--- config.mk ---
export PLATFORM = sky130hd
export DESIGN_NAME = des_perm_pipe
export DESIGN_NICKNAME = d
export VERILOG_FILES = /design/src/rtl/des_perm_pipe.sv
export SDC_FILE = /design/constraint.sdc
export NUM_CORES = 1
export LEC_CHECK = 0
export BUFFER_PORTS_ARGS = -buffer_cell sky130_fd_sc_hd__buf_2
export CAP_MARGIN = 10
export CORE_UTILIZATION = 48
export CTS_CLUSTER_SIZE = 40
export DETAILED_ROUTE_END_ITERATION = 8
export PLACE_DENSITY = 0.75
export SETUP_SLACK_MARGIN = 0.3
export SLEW_MARGIN = 0
export SYNTH_ARGS = -nofsm -noshare
export SYNTH_HDL_FRONTEND = slang
export SYNTH_SLANG_ARGS = --single-unit
export TNS_END_PERCENT = 20
--- constraint.sdc ---
create_clock -name clk -period 3.07 [get_ports clk]
set_input_delay 0.307 -clock clk [delete_from_list [all_inputs] [get_ports clk]]
set_output_delay 0.307 -clock clk [all_outputs]
set_load 0.02 [all_outputs]
--- src/rtl/des_perm_pipe.sv ---
// rtl/des_perm_pipe.sv - pipelined DES IP / IP^-1 permutation over LANES 64-bit blocks
// Optional per-lane parity carry/check enabled by defining DES_PERM_PARITY_EN.
module des_perm_pipe #(
   parameter int LANES       = 1,
   parameter int PIPE_STAGES = 2
) (
   input  logic                clk,
   input  logic                rst_n,
   input  logic                flush,
   input  logic                in_valid,
   output logic                in_ready,
   input  logic                in_mode,
   input  logic [64*LANES-1:0] in_data,
   output logic                out_valid,
   input  logic                out_ready,
   output logic [64*LANES-1:0] out_data,
   output logic                out_mode,
   output logic                out_par_err
);
   localparam int DW = 64*LANES;
   localparam int NS = PIPE_STAGES;

   if (PIPE_STAGES < 1 || PIPE_STAGES > 4) begin : g_bad_stages
      $error("des_perm_pipe: PIPE_STAGES must be in 1..4");
   end

   // Source bit of FP output bit 8r+c; IP scatters through the same index.
   function automatic logic [5:0] fp_src(input int r, input int c);
      return 6'((39 - r) - 32*(c % 2) + 8*(c / 2));
   endfunction

   function automatic logic [63:0] fp64(input logic [63:0] x);
      logic [63:0] y;
      y = '0;
      for (int r = 0; r < 8; r++) begin
         for (int c = 0; c < 8; c++) begin
            y[6'(8*r + c)] = x[fp_src(r, c)];
         end
      end
      return y;
   endfunction

   function automatic logic [63:0] ip64(input logic [63:0] x);
      logic [63:0] y;
      y = '0;
      for (int r = 0; r < 8; r++) begin
         for (int c = 0; c < 8; c++) begin
            y[fp_src(r, c)] = x[6'(8*r + c)];
         end
      end
      return y;
   endfunction

   logic [DW-1:0]          perm_data;
   logic [NS-1:0]          sv;
   logic [NS-1:0]          sm;
   logic [NS-1:0][DW-1:0]  sd;
   logic [NS-1:0]          load;
   logic                   tail_full;
   logic                   accept;
   logic [DW-1:0]          last_data;

   always_comb begin
      perm_data = '0;
      for (int k = 0; k < LANES; k++) begin
         perm_data[64*k +: 64] = in_mode ? fp64(in_data[64*k +: 64])
                                         : ip64(in_data[64*k +: 64]);
      end
   end

   // A stage may load unless it and every stage after it are full with the output stalled.
   always_comb begin
      load      = '0;
      tail_full = 1'b1;
      for (int k = NS-1; k >= 0; k--) begin
         tail_full = tail_full & sv[k];
         load[k]   = ~tail_full | out_ready;
      end
   end

   assign in_ready = load[0] & ~flush;
   assign accept   = in_valid & in_ready;

   always_ff @(posedge clk or negedge rst_n) begin
      if (!rst_n) begin
         sv <= '0;
         sm <= '0;
         sd <= '0;
      end else begin
         if (load[0]) begin
            sv[0] <= accept;
            if (accept) begin
               sm[0] <= in_mode;
               sd[0] <= perm_data;
            end
         end
         for (int k = 1; k < NS; k++) begin
            if (load[k]) begin
               sv[k] <= sv[k-1];
               if (sv[k-1]) begin
                  sm[k] <= sm[k-1];
                  sd[k] <= sd[k-1];
               end
            end
         end
         if (flush) begin
            sv <= '0;
         end
      end
   end

   assign last_data = sd[NS-1];
   assign out_valid = sv[NS-1];
   assign out_mode  = sm[NS-1];
   assign out_data  = last_data;

`ifdef DES_PERM_PARITY_EN
   logic [NS-1:0][LANES-1:0] sp;
   logic [LANES-1:0]         in_par;
   logic [LANES-1:0]         out_par;
   logic                     par_err;
   logic                     par_sticky;

   always_comb begin
      in_par  = '0;
      out_par = '0;
      for (int k = 0; k < LANES; k++) begin
         in_par[k]  = ^in_data[64*k +: 64];
         out_par[k] = ^last_data[64*k +: 64];
      end
   end

   assign par_err     = sv[NS-1] & (|(out_par ^ sp[NS-1]));
   assign out_par_err = par_err;

   always_ff @(posedge clk or negedge rst_n) begin
      if (!rst_n) begin
         sp         <= '0;
         par_sticky <= 1'b0;
      end else begin
         if (load[0] && accept) begin
            sp[0] <= in_par;
         end
         for (int k = 1; k < NS; k++) begin
            if (load[k] && sv[k-1]) begin
               sp[k] <= sp[k-1];
            end
         end
         par_sticky <= par_sticky | par_err;
      end
   end
`else
   assign out_par_err = 1'b0;
`endif

endmodule

==> impl_metrics.ini <==
[setup_path]
worst_setup_path_end_kind = flip-flop
worstPathMaxFanout = 34
worstPathCellList = nand3b_2 -> nand2_4 -> mux2_2
critical_path.startpoint = sv[0]
critPathMaxStageDelay_ns = 0.64
rr_startpoint = sv[0]
cp_slowest_cell = nand2_4
critPathLaunchType = flip-flop
worstPathRequired_ns = 3.32
path_class = flip-flop to flip-flop
arrival_ns = 2.25

[pwr]
leakage_nw = 2.63
power.density_nw_per_um2 = 642
ir_drop_mv = 0.349

[sta]
slew_violations = 0
fmax_mhz = 499
finalCritPeriodShare_pct = 65.3
slew_headroom_pct = 55.2
skew_ns = 0.00863
finalHoldViolCount = 0
rsz0062_at_grt = false
worstMarginPinSlew_ns = 0.672
setup_viol = 0
period_needed_ns = 2.00
timing.setup.tns_ns = 0

[placement]
placed_area_um2 = 4890
hpwl_um = 5590
port_buffers = 104
place_congestion = 0.766

[yosys]
synth_warnings = 0
synth.distinct_cells = 23
yosys.area.top_type_share_pct = 53.2
synth-seq-cells = 100
syn_inst = 373
syn_area_per_cell_um2 = 12.6
syn_area_um2 = 4700
synth_top_cell_by_area = dfrtp_1
yosysSeqAreaShare_pct = 53.2
synth_area_leaders = dfrtp_1 (53%), buf_4 (11%), mux2_2 (10%)

[clocking]
cts_tree = built
numCtsBuffers = 9
post_cts_buffers = 0
cts_resized = 0
htree_num_levels = 3
cts_hold_buffers = 1
clk_latency_ns = 0.36
cts_sinks = 100
cts_root_buf = clkbuf_8
clock_path_buffers = 2
path_clk_slew_ns = 0.09

[global_route]
grt_max_degree = 57
grt_pass1_vias = 2742
overflow = 0
grt_pass1_wl_um = 13600
antenna_found_initial = 0
grt_use_total_pct = 17.7

[route]
first_iter_violations = 59
antenna_left = 0
viasPerCell = 4.81
post_drt_wl_per_cell_um = 15.0
drc = 0
vias = 2692
drt_wl_total_um = 8420
dr.pass1.iters = 4

[layout]
diodes = 0
finalInstanceArea_um2 = 5090
area.sequential_um2 = 2500
multi_input_area_um2 = 1590
area_growth_pct = 8.14
drive_gt1_share_pct = 43.4
fin_nets = 496
nFillCells = 887

[run_status]
status = finished clean

[flow_run]
drv_cap = 0

[die]
fp.coreArea_um2 = 9370
die_area_um2 = 10200
die_x_um = 101
initial_core_util_pct = 50.2
num_io_pins = 138
die_h_um = 101
rows = 35

[worst_hold_path]
hp-class = input port to flip-flop
hp-start = flush
[per-stage QoR]
step / total power, mW / cells / setup WS (ns) / util [%] / hold slack (ns)
after floorplan: 2.44 / 389 / 1.59 / - / 0.0114
after global placement: 2.48 / 543 / 0.979 / 52.2 / 0.342
after detailed placement: 2.51 / 543 / 0.964 / 52.2 / 0.347
after CTS: 3.31 / 560 / 1.06 / 54.3 / 0.128
after global routing: 3.44 / 560 / 0.963 / 54.3 / 0.139
final: 3.26 / 560 / 1.07 / 54.3 / 0.149
[final cells by class]
cell class,instances,share of cell area (%)
Inverter,18,1.33
Timing Repair Buffer,110,11.5
Multi-Input combinational cell,187,31.2
Sequential cell,100,49.2
Tap cell,129,3.17
Clock buffer,10,2.71
Clock inverter,6,0.910
[cell usage in the layout (no fill, tap or decap)]
cell type,n
clkinvlp_4,2
clkinv_4,1
nor2b_1,16
inv_6,2
nand2_4,1
mux2_4,14
buf_12,1
clkinv_2,1
mux2i_1,31
nor2_1,3
a31oi_1,15
mux2_2,43
conb_1,17
o21ai_4,1
clkbuf_8,10
and3b_1,1
inv_1,17
nand3b_2,1
a21oi_1,16
inv_2,1
nor2_2,1
buf_4,5
buf_2,103
mux2_1,10
dlygate4sd3_1,1
and2b_1,1
dfrtp_1,100
nand2_1,16
[cells by family (layout without fill, tap and decap cells)]
kind of cell	count (synthesis)	after routing	share of synthesized area, %
buf+inv	102	144	14.5
mux	98	98	23.8
simple gates	40	40	4.60
compound gates	32	32	3.88
other cells	1	17	0.0797
flops	100	100	53.2
[registers in the layout, indices dropped and copies added, names as in the netlist]
signal    count
out_data     48
sv            2
sm            2
sd           48
[synthesized netlist by cell type, drive strengths merged]
| cell type | count |
|---|---|
| conb | 1 |
| and3b | 1 |
| and2b | 1 |
| o21ai | 1 |
| nor2 | 4 |
| a21oi | 16 |
| nor2b | 16 |
| nand3b | 1 |
| clkbuf | 4 |
| mux2i | 31 |
| dfrtp | 100 |
| a31oi | 15 |
| buf | 80 |
| nand2 | 17 |
| inv | 18 |
| mux2 | 67 |
[per-layer routing]
layer  vias to the layer above  track usage, %  share of wire, %  wire, um
met3                        12            5.34               5.9       494
met5                         -               0                 0         0
met1                      1320            22.1                45      3800
li1                       1278               -                 -         -
met2                        82            29.8                48      4040
met4                         0            4.68              0.97        82
[power breakdown]
group | internal, mW | switching [mW]
registers | 1.56 | 0.119
clock network | 0.323 | 0.466
logic | 0.342 | 0.456
total | 2.22 | 1.04
[critical path: cells and delay by family (launching register included)]
family	cells	cell delay [ns]
simple gates	2	1.00
flops	1	0.46
mux	1	0.41
[final timing paths]
kind                                     end  slack [ns]  cells past startpoint
worst min register to register  out_data[53]        0.50                      1
max in group asynchronous       out_data[29]        1.87                      3
worst min-delay path                   sv[0]        0.15                      2
worst max register to register        sd[21]        1.07                      3
min in group asynchronous             sd[44]        0.48                      2
worst max-delay path                  sd[21]        1.07                      3
No activity file was read; power rests on OpenSTA's default activity.
